## src/rtl/lsu_pkg.sv

```systemverilog
// Shared types and op-decoding helpers for the MEM-stage load/store unit.
package lsu_pkg;

  typedef enum logic [3:0] {
    LSU_NONE  = 4'd0,
    LSU_LD_B  = 4'd1,
    LSU_LD_H  = 4'd2,
    LSU_LD_W  = 4'd3,
    LSU_LD_BU = 4'd4,
    LSU_LD_HU = 4'd5,
    LSU_ST_B  = 4'd6,
    LSU_ST_H  = 4'd7,
    LSU_ST_W  = 4'd8
  } lsu_op_t;

  typedef enum logic [2:0] {
    S_IDLE  = 3'd0,
    S_REQ   = 3'd1,
    S_WAIT  = 3'd2,
    S_HOLD  = 3'd3,
    S_DRAIN = 3'd4
  } lsu_state_t;

  typedef enum logic [1:0] {
    SZ_B = 2'd0,
    SZ_H = 2'd1,
    SZ_W = 2'd2
  } lsu_size_t;

  // Encodings above LSU_ST_W are not ops; they behave like a plain ALU result.
  function automatic lsu_op_t to_op(input logic [3:0] raw);
    lsu_op_t op;
    if (raw <= 4'd8) op = lsu_op_t'(raw);
    else             op = LSU_NONE;
    return op;
  endfunction

  function automatic logic is_load(input lsu_op_t op);
    return (op == LSU_LD_B) || (op == LSU_LD_H) || (op == LSU_LD_W) ||
           (op == LSU_LD_BU) || (op == LSU_LD_HU);
  endfunction

  function automatic logic is_store(input lsu_op_t op);
    return (op == LSU_ST_B) || (op == LSU_ST_H) || (op == LSU_ST_W);
  endfunction

  function automatic lsu_size_t size(input lsu_op_t op);
    lsu_size_t sz;
    case (op)
      LSU_LD_H, LSU_LD_HU, LSU_ST_H: sz = SZ_H;
      LSU_LD_W, LSU_ST_W:            sz = SZ_W;
      default:                       sz = SZ_B;
    endcase
    return sz;
  endfunction

endpackage

```

## src/rtl/mem_stage_lsu_if.sv

```systemverilog
// Pipeline (EX/MEM -> LSU -> MEM/WB) and data-memory signals of the MEM-stage LSU.
interface mem_stage_lsu_if #(
  parameter int ADDR_W = 32,
  parameter int DATA_W = 32,
  parameter int REG_AW = 5
);
  // Every channel here is valid/ready: a transfer happens on a rising clock
  // edge where both are 1; the sender holds payload stable while valid=1 and
  // ready=0, and valid never depends combinationally on ready.
  logic              ls_valid;
  logic              ts_ready;
  logic              ns_ready;
  logic              ts_valid;
  logic              flush;
  logic [31:0]       in_inst;
  logic [ADDR_W-1:0] in_pc;
  logic [DATA_W-1:0] in_ex_result;
  logic              in_rw_en;
  logic [REG_AW-1:0] in_rw_addr;
  logic [DATA_W-1:0] in_lsu_data;
  logic [3:0]        in_lsu_op;
  logic              dmem_req_valid;
  logic              dmem_req_ready;
  logic              dmem_we;
  logic [ADDR_W-1:0] dmem_addr;
  logic [DATA_W-1:0] dmem_wdata;
  logic [3:0]        dmem_wstrb;
  logic              dmem_resp_valid;
  logic [DATA_W-1:0] dmem_rdata;
  logic [31:0]       out_inst;
  logic [ADDR_W-1:0] out_pc;
  logic [REG_AW-1:0] out_rw_addr;
  logic              out_rw_en;
  logic [DATA_W-1:0] out_result;
  logic              out_ale;

  modport slave (
    input  ls_valid, ns_ready, flush, in_inst, in_pc, in_ex_result, in_rw_en,
           in_rw_addr, in_lsu_data, in_lsu_op, dmem_req_ready, dmem_resp_valid,
           dmem_rdata,
    output ts_ready, ts_valid, dmem_req_valid, dmem_we, dmem_addr, dmem_wdata,
           dmem_wstrb, out_inst, out_pc, out_rw_addr, out_rw_en, out_result, out_ale
  );

  modport master (
    output ls_valid, ns_ready, flush, in_inst, in_pc, in_ex_result, in_rw_en,
           in_rw_addr, in_lsu_data, in_lsu_op, dmem_req_ready, dmem_resp_valid,
           dmem_rdata,
    input  ts_ready, ts_valid, dmem_req_valid, dmem_we, dmem_addr, dmem_wdata,
           dmem_wstrb, out_inst, out_pc, out_rw_addr, out_rw_en, out_result, out_ale
  );
endinterface

```

## src/rtl/lsu_align.sv

```systemverilog
// Byte-lane logic: store replication and strobes, load extract/extend, alignment check.
module lsu_align
  import lsu_pkg::*;
(
  input  lsu_op_t     op_i,
  input  logic [1:0]  off_i,
  input  logic [31:0] sdata_i,
  input  logic [31:0] rdata_i,
  input  lsu_op_t     chk_op_i,
  input  logic [1:0]  chk_off_i,
  output logic [31:0] wdata_o,
  output logic [3:0]  wstrb_o,
  output logic [31:0] ldata_o,
  output logic        misaligned_o
);
  logic [31:0] shifted;

  assign shifted = rdata_i >> {off_i, 3'b000};

  always_comb begin
    wdata_o = '0;
    wstrb_o = '0;
    case (op_i)
      LSU_ST_B: begin
        wdata_o = {4{sdata_i[7:0]}};
        wstrb_o = 4'b0001 << off_i;
      end
      LSU_ST_H: begin
        wdata_o = {2{sdata_i[15:0]}};
        wstrb_o = 4'b0011 << off_i;
      end
      LSU_ST_W: begin
        wdata_o = sdata_i;
        wstrb_o = 4'b1111;
      end
      default: ;
    endcase
  end

  always_comb begin
    ldata_o = '0;
    case (op_i)
      LSU_LD_B:  ldata_o = {{24{shifted[7]}}, shifted[7:0]};
      LSU_LD_BU: ldata_o = {24'b0, shifted[7:0]};
      LSU_LD_H:  ldata_o = {{16{shifted[15]}}, shifted[15:0]};
      LSU_LD_HU: ldata_o = {16'b0, shifted[15:0]};
      LSU_LD_W:  ldata_o = shifted;
      default: ;
    endcase
  end

  // Checked on the incoming op, before it is latched, so ALE never issues a request.
  always_comb begin
    misaligned_o = 1'b0;
    case (size(chk_op_i))
      SZ_H:    misaligned_o = chk_off_i[0];
      SZ_W:    misaligned_o = (chk_off_i != 2'b00);
      default: misaligned_o = 1'b0;
    endcase
  end
endmodule

```

## src/rtl/mem_stage_lsu.sv

```systemverilog
// MEM-stage load/store unit: accepts one instruction from EX/MEM, performs at most
// one data-memory access, and holds a registered result for MEM/WB.
module mem_stage_lsu
  import lsu_pkg::*;
#(
  parameter int ADDR_W = 32,
  parameter int DATA_W = 32,
  parameter int REG_AW = 5
) (
  input  logic           clk,
  input  logic           rst,
  mem_stage_lsu_if.slave lsu,
  output lsu_state_t     dbg_state_o
);
  lsu_state_t        state_q, state_d;
  lsu_op_t           op_q, op_d, in_op;
  logic [ADDR_W-1:0] addr_q, addr_d, pc_q, pc_d;
  logic [DATA_W-1:0] sdata_q, sdata_d, result_q, result_d;
  logic [31:0]       inst_q, inst_d;
  logic [REG_AW-1:0] rw_addr_q, rw_addr_d;
  logic              rw_en_q, rw_en_d, ale_q, ale_d;
  logic              ts_ready, accept, in_misaligned;
  logic [DATA_W-1:0] ld_data, st_wdata;
  logic [3:0]        st_wstrb;

  assign in_op = to_op(lsu.in_lsu_op);

  lsu_align u_align (
    .op_i        (op_q),
    .off_i       (addr_q[1:0]),
    .sdata_i     (sdata_q),
    .rdata_i     (lsu.dmem_rdata),
    .chk_op_i    (in_op),
    .chk_off_i   (lsu.in_ex_result[1:0]),
    .wdata_o     (st_wdata),
    .wstrb_o     (st_wstrb),
    .ldata_o     (ld_data),
    .misaligned_o(in_misaligned)
  );

  assign ts_ready = !lsu.flush &&
                    ((state_q == S_IDLE) || ((state_q == S_HOLD) && lsu.ns_ready));
  assign accept   = lsu.ls_valid && ts_ready;

  assign lsu.ts_ready       = ts_ready;
  assign lsu.ts_valid       = (state_q == S_HOLD);
  assign lsu.dmem_req_valid = (state_q == S_REQ);
  assign lsu.dmem_we        = is_store(op_q);
  assign lsu.dmem_addr      = addr_q;
  assign lsu.dmem_wdata     = st_wdata;
  assign lsu.dmem_wstrb     = st_wstrb;
  assign lsu.out_inst       = inst_q;
  assign lsu.out_pc         = pc_q;
  assign lsu.out_rw_addr    = rw_addr_q;
  assign lsu.out_rw_en      = rw_en_q;
  assign lsu.out_result     = result_q;
  assign lsu.out_ale        = ale_q;
  assign dbg_state_o        = state_q;

  always_comb begin
    state_d   = state_q;
    op_d      = op_q;
    addr_d    = addr_q;
    pc_d      = pc_q;
    sdata_d   = sdata_q;
    inst_d    = inst_q;
    rw_addr_d = rw_addr_q;
    rw_en_d   = rw_en_q;
    result_d  = result_q;
    ale_d     = ale_q;
    case (state_q)
      S_IDLE, S_HOLD: begin
        if (lsu.flush) begin
          state_d = S_IDLE;
        end else if (accept) begin
          op_d      = in_op;
          addr_d    = lsu.in_ex_result[ADDR_W-1:0];
          pc_d      = lsu.in_pc;
          sdata_d   = lsu.in_lsu_data;
          inst_d    = lsu.in_inst;
          rw_addr_d = lsu.in_rw_addr;
          rw_en_d   = lsu.in_rw_en && !is_store(in_op);
          result_d  = '0;
          ale_d     = 1'b0;
          if (in_op == LSU_NONE) begin
            result_d = lsu.in_ex_result;
            state_d  = S_HOLD;
          end else if (in_misaligned) begin
            ale_d   = 1'b1;
            rw_en_d = 1'b0;
            state_d = S_HOLD;
          end else begin
            state_d = S_REQ;
          end
        end else if ((state_q == S_HOLD) && lsu.ns_ready) begin
          state_d = S_IDLE;
        end
      end
      S_REQ: begin
        // Once memory has taken the request its response must still be consumed.
        if (lsu.dmem_req_ready) state_d = lsu.flush ? S_DRAIN : S_WAIT;
        else if (lsu.flush)     state_d = S_IDLE;
      end
      S_WAIT: begin
        if (lsu.dmem_resp_valid) begin
          if (lsu.flush) begin
            state_d = S_IDLE;
          end else begin
            state_d  = S_HOLD;
            result_d = is_load(op_q) ? ld_data : '0;
          end
        end else if (lsu.flush) begin
          state_d = S_DRAIN;
        end
      end
      S_DRAIN: begin
        if (lsu.dmem_resp_valid) state_d = S_IDLE;
      end
      default: state_d = S_IDLE;
    endcase
  end

  always_ff @(posedge clk or negedge rst) begin
    if (!rst) begin
      state_q   <= S_IDLE;
      op_q      <= LSU_NONE;
      addr_q    <= '0;
      pc_q      <= '0;
      sdata_q   <= '0;
      inst_q    <= '0;
      rw_addr_q <= '0;
      rw_en_q   <= 1'b0;
      result_q  <= '0;
      ale_q     <= 1'b0;
    end else begin
      state_q   <= state_d;
      op_q      <= op_d;
      addr_q    <= addr_d;
      pc_q      <= pc_d;
      sdata_q   <= sdata_d;
      inst_q    <= inst_d;
      rw_addr_q <= rw_addr_d;
      rw_en_q   <= rw_en_d;
      result_q  <= result_d;
      ale_q     <= ale_d;
    end
  end
endmodule
```

## src/flat_wrapper.sv

```systemverilog
// flat-port wrapper written by rule: the top's interface ports become plain ports
module mem_stage_lsu_flat import lsu_pkg::*;
#(
  parameter int ADDR_W = 32,
  parameter int DATA_W = 32,
  parameter int REG_AW = 5
)
  (clk, rst, dbg_state_o, lsu_ls_valid, lsu_ns_ready, lsu_flush, lsu_in_inst, lsu_in_pc, lsu_in_ex_result, lsu_in_rw_en, lsu_in_rw_addr, lsu_in_lsu_data, lsu_in_lsu_op, lsu_dmem_req_ready, lsu_dmem_resp_valid, lsu_dmem_rdata, lsu_ts_ready, lsu_ts_valid, lsu_dmem_req_valid, lsu_dmem_we, lsu_dmem_addr, lsu_dmem_wdata, lsu_dmem_wstrb, lsu_out_inst, lsu_out_pc, lsu_out_rw_addr, lsu_out_rw_en, lsu_out_result, lsu_out_ale);
  mem_stage_lsu_if #(.ADDR_W(ADDR_W), .DATA_W(DATA_W), .REG_AW(REG_AW)) lsu_i ();
  input  logic clk;
  input  logic rst;
  output lsu_state_t dbg_state_o;
  input wire logic [$bits(lsu_i.ls_valid)-1:0] lsu_ls_valid;
  input wire logic [$bits(lsu_i.ns_ready)-1:0] lsu_ns_ready;
  input wire logic [$bits(lsu_i.flush)-1:0] lsu_flush;
  input wire logic [$bits(lsu_i.in_inst)-1:0] lsu_in_inst;
  input wire logic [$bits(lsu_i.in_pc)-1:0] lsu_in_pc;
  input wire logic [$bits(lsu_i.in_ex_result)-1:0] lsu_in_ex_result;
  input wire logic [$bits(lsu_i.in_rw_en)-1:0] lsu_in_rw_en;
  input wire logic [$bits(lsu_i.in_rw_addr)-1:0] lsu_in_rw_addr;
  input wire logic [$bits(lsu_i.in_lsu_data)-1:0] lsu_in_lsu_data;
  input wire logic [$bits(lsu_i.in_lsu_op)-1:0] lsu_in_lsu_op;
  input wire logic [$bits(lsu_i.dmem_req_ready)-1:0] lsu_dmem_req_ready;
  input wire logic [$bits(lsu_i.dmem_resp_valid)-1:0] lsu_dmem_resp_valid;
  input wire logic [$bits(lsu_i.dmem_rdata)-1:0] lsu_dmem_rdata;
  output wire logic [$bits(lsu_i.ts_ready)-1:0] lsu_ts_ready;
  output wire logic [$bits(lsu_i.ts_valid)-1:0] lsu_ts_valid;
  output wire logic [$bits(lsu_i.dmem_req_valid)-1:0] lsu_dmem_req_valid;
  output wire logic [$bits(lsu_i.dmem_we)-1:0] lsu_dmem_we;
  output wire logic [$bits(lsu_i.dmem_addr)-1:0] lsu_dmem_addr;
  output wire logic [$bits(lsu_i.dmem_wdata)-1:0] lsu_dmem_wdata;
  output wire logic [$bits(lsu_i.dmem_wstrb)-1:0] lsu_dmem_wstrb;
  output wire logic [$bits(lsu_i.out_inst)-1:0] lsu_out_inst;
  output wire logic [$bits(lsu_i.out_pc)-1:0] lsu_out_pc;
  output wire logic [$bits(lsu_i.out_rw_addr)-1:0] lsu_out_rw_addr;
  output wire logic [$bits(lsu_i.out_rw_en)-1:0] lsu_out_rw_en;
  output wire logic [$bits(lsu_i.out_result)-1:0] lsu_out_result;
  output wire logic [$bits(lsu_i.out_ale)-1:0] lsu_out_ale;
  assign lsu_i.ls_valid = lsu_ls_valid;
  assign lsu_i.ns_ready = lsu_ns_ready;
  assign lsu_i.flush = lsu_flush;
  assign lsu_i.in_inst = lsu_in_inst;
  assign lsu_i.in_pc = lsu_in_pc;
  assign lsu_i.in_ex_result = lsu_in_ex_result;
  assign lsu_i.in_rw_en = lsu_in_rw_en;
  assign lsu_i.in_rw_addr = lsu_in_rw_addr;
  assign lsu_i.in_lsu_data = lsu_in_lsu_data;
  assign lsu_i.in_lsu_op = lsu_in_lsu_op;
  assign lsu_i.dmem_req_ready = lsu_dmem_req_ready;
  assign lsu_i.dmem_resp_valid = lsu_dmem_resp_valid;
  assign lsu_i.dmem_rdata = lsu_dmem_rdata;
  assign lsu_ts_ready = lsu_i.ts_ready;
  assign lsu_ts_valid = lsu_i.ts_valid;
  assign lsu_dmem_req_valid = lsu_i.dmem_req_valid;
  assign lsu_dmem_we = lsu_i.dmem_we;
  assign lsu_dmem_addr = lsu_i.dmem_addr;
  assign lsu_dmem_wdata = lsu_i.dmem_wdata;
  assign lsu_dmem_wstrb = lsu_i.dmem_wstrb;
  assign lsu_out_inst = lsu_i.out_inst;
  assign lsu_out_pc = lsu_i.out_pc;
  assign lsu_out_rw_addr = lsu_i.out_rw_addr;
  assign lsu_out_rw_en = lsu_i.out_rw_en;
  assign lsu_out_result = lsu_i.out_result;
  assign lsu_out_ale = lsu_i.out_ale;
  mem_stage_lsu #(.ADDR_W(ADDR_W), .DATA_W(DATA_W), .REG_AW(REG_AW)) u_core (.clk(clk), .rst(rst), .lsu(lsu_i), .dbg_state_o(dbg_state_o));
endmodule
```

## config.mk

```make
export PLATFORM = sky130hd
export DESIGN_NAME = mem_stage_lsu_flat
export DESIGN_NICKNAME = d
export VERILOG_FILES = /design/src/rtl/lsu_pkg.sv /design/src/rtl/mem_stage_lsu_if.sv /design/src/rtl/lsu_align.sv /design/src/rtl/mem_stage_lsu.sv /design/src/flat_wrapper.sv
export SDC_FILE = /design/constraint.sdc
export NUM_CORES = 1
export LEC_CHECK = 0
export CORE_ASPECT_RATIO = 1.5
export CORE_MARGIN = 2
export CORE_UTILIZATION = 43
export CTS_CLUSTER_DIAMETER = 40
export DETAILED_ROUTE_END_ITERATION = 10
export PLACE_DENSITY = 0.82
export REMOVE_ABC_BUFFERS = 1
export SETUP_SLACK_MARGIN = 0.2
export SYNTH_ARGS = -nofsm -noshare
export SYNTH_HDL_FRONTEND = slang
export SYNTH_SLANG_ARGS = --single-unit
export TNS_END_PERCENT = 100
```

## constraint.sdc

```tcl
create_clock -name clk -period 3.05 [get_ports clk]
set_input_delay 0.915 -clock clk [delete_from_list [all_inputs] [get_ports clk]]
set_output_delay 0.915 -clock clk [all_outputs]
set_load 0.01 [all_outputs]
```

==> metrics <==
status=finished clean; Top cell by count, worst path=buf_6; Hold Crit Class=input pin to asynchronous set/reset pin; Setup Total Neg Slack=0 ps; Core Area=18500 µm²; most frequent cells in the layout=430 x nand2_1, 314 x clkdlybuf4s50_1, 171 x dfrtp_1; Crit. End Element=output pin; Gate Count Post-Synth=950; r2r setup slk=640 ps; gpl congestion=0.889; # DRC=0; Register Area=4360 µm²; P&R area growth vs syn=56.0%; area of the multi-input gates=3580 µm²; # clock sinks=174; Seq cells post-synth=174; Setup violations, final=0; Clock power frac=0.181; Post-synth EDFFs=0; TritonRoute pass-1 iters=6; Iteration-0 DRC Markers=601; global-route wire length before repair=43900 µm; f_max=0.360 GHz; met2 WL=14800 µm; Worst Max-Slew Pin Slew=750 ps; Period Utilization, post-route=0.910; Final min period=2770 ps; WL met1=10300 µm; CTS H-Tree Depth=4; Via density=5.23; total gr overflow=0; synth top area cells=dfrtp_1 54%, nand2_1 20%, mux2i_1 2.5%; Seq/Total Area, Yosys=0.535; Layout Nets=1479; VDD IR max=0.595 mV; Final Max Slew Viols=0; Max Buffers Root-to-Sink=2; Post-synth top flop=dfrtp_1; Synth Area per Inst=8.56 µm²; IO buf count=354; total CTS buffers=17; initial antenna violation count=0; Post-Place Setup Slack=-81.1 ps; die area=20100 µm²; Final WS setup=276 ps; Core Util, Final=0.684; WL/cell=18.3 µm; synthesized cell area=8130 µm²; Vias=8189; antenna-violating nets left=0; Critical Path RT=2130 ps; Rows=61; Ys Warns=0; Hold Vio Cnt, Final=0; most common cell after layout, fill and taps aside=nand2_1; RSZ-0062 raised after global routing=no; post-synth top area share=0.535; Worst EP arrival=1860 ps; clk_lat worst skew=440 ps; antenna diode count=0; final WL=28600 µm; max-cap violations=0; Worst Setup Start Kind=register; Starting Density=0.439; Flop pwr share=0.345; CTS tree=done; Reg clk slew, reported paths=70 ps; internal cell power=7.47 mW; asr flop ratio synth=1.00; hpwl dp=20700 µm; Synth cell types=57; root buffer cell=clkbuf_16; critical path class=register to output pin; filler instances=1418; worst path cell trace=or2_4 > buf_6 > nor2_4 > buf_6 > a22o_1 > buf_2; share of cells above drive strength 1=0.0982; Die H=172 µm; met3 WL post-DR=2130 µm; CP peak stage delay=470 ps; total global routing track utilization=0.286; die width=116 µm; Worst path slowest cell=dfrtp_2; I/O pin total=355; Leak=5.97 nW; switch share=0.379; pwr/cell area=948 nW/µm²; switching power total=4.56 mW; number of global-route vias before repair=8353; Synth area leader=dfrtp_1; Tot Pwr=12.0 mW; final setup skew=7.66 ps; DR top layer=met4; largest net degree at the start of global routing=88; Comb power frac=0.474; CP Max Fanout=8; Relative slew margins=0.495
==> area by class of cell <==
class	instances	share of cell area
clock buffers	21	0.0379
clock inverters	11	0.00848
inverters	5	0.00148
multi-input cells	710	0.282
flip-flops and latches	174	0.343
well taps	252	0.0248
repair buffers	392	0.302
==> through the flow <==
step           instances  hold WS, ps  area [µm²]
2_1_floorplan        889          446        7880
3_3_place_gp        1529          456       12100
3_5_place_dp        1529          461       12100
4_1_cts             1565          367       12700
5_1_grt             1565          384       12700
6_report            1565          374       12700
==> cells in the mapped netlist, types with 2 or more instances <==
cell type  count
a211oi_1       7
nor2b_1       11
mux2i_1       20
a32oi_1        7
dfrtp_1      174
a31oi_1        7
mux2_2         9
nand2_1      434
buf_1          6
buf_4          2
ha_1           2
a22o_1        17
and2_1        10
nor3_1         3
a21oi_1       37
nor3b_2        2
and3_1         2
o22ai_1        8
or3b_2         2
nor2_1        42
o21bai_1       7
o21ai_1        2
o21ai_0       35
clkbuf_1      42
buf_2         10
a22oi_1        7
nand3b_1       5
a221oi_1       8
inv_1          4
==> what timing repair did <==
action                                  4_1_cts  5_1_grt
hold buffers                                  0        0
setup buffers                                 4        0
endpoints found under the setup margin       38       28
resized for setup                            93       41
pin swaps                                     3        3
==> per-layer routing <==
| layer | vias up | global-route usage |
|---|---|---|
| met3 | 80 | 0.0757 |
| met4 | 0 | 0.154 |
| met1 | 3916 | 0.318 |
| li1 | 3827 | - |
| met5 | - | 0 |
| met2 | 366 | 0.494 |
==> cell families (layout without fill, tap and decap cells) <==
group,after synthesis,after routing,synth area share
AND/OR/NAND/NOR,525,525,0.266
flip-flops,174,174,0.535
AO/OA/AOI/OAI,153,153,0.123
buffers and inverters,66,429,0.0338
multiplexers,29,29,0.0371
adder cells (fa/ha/maj),2,2,0.00308
XOR/XNOR,1,1,0.00108
==> power groups by stage <==
stage          sequential [mW]  clock [mW]  combinational [mW]
2_1_floorplan             4.55           0                2.01
3_3_place_gp              4.10           0                5.56
3_5_place_dp              4.14           0                5.67
4_1_cts                   4.13        2.21                5.72
5_1_grt                   4.27        2.30                6.21
6_report                  4.15        2.18                5.70
==> worst max-delay path: cells and delay by family, from the launching register on <==
kind	cells	cell delay, ps
flops	1	470
simple gates	2	400
buf+inv	3	400
compound gates	1	150
==> state kept, by name, indices dropped and copies added (netlist names) <==
signal	cells
u_core.lsu.dmem_addr	32
u_core.lsu.out_inst	32
u_core.lsu.out_pc	32
u_core.lsu.out_result	32
u_core.sdata_q	32
u_core.lsu.out_rw_addr	5
u_core.op_q	4
u_core.dbg_state_o	3
u_core.lsu.out_ale	1
u_core.lsu.out_rw_en	1
==> final timing paths <==
| check | from | to | cells past startpoint |
|---|---|---|---|
| max | u_core.op_q[3] | lsu_dmem_wdata[14] | 6 |
| min | rst | u_core.lsu.dmem_addr[11] | 1 |
| max reg2reg | u_core.lsu.dmem_addr[1] | u_core.lsu.out_result[8] | 6 |
| min reg2reg | u_core.lsu.out_inst[15] | u_core.lsu.out_inst[15] | 2 |
| max in group asynchronous | rst | u_core.lsu.out_result[28] | 2 |
| min in group clk | u_core.lsu.out_inst[15] | u_core.lsu.out_inst[15] | 2 |
Note: power is estimated with default switching activity, not from simulation.
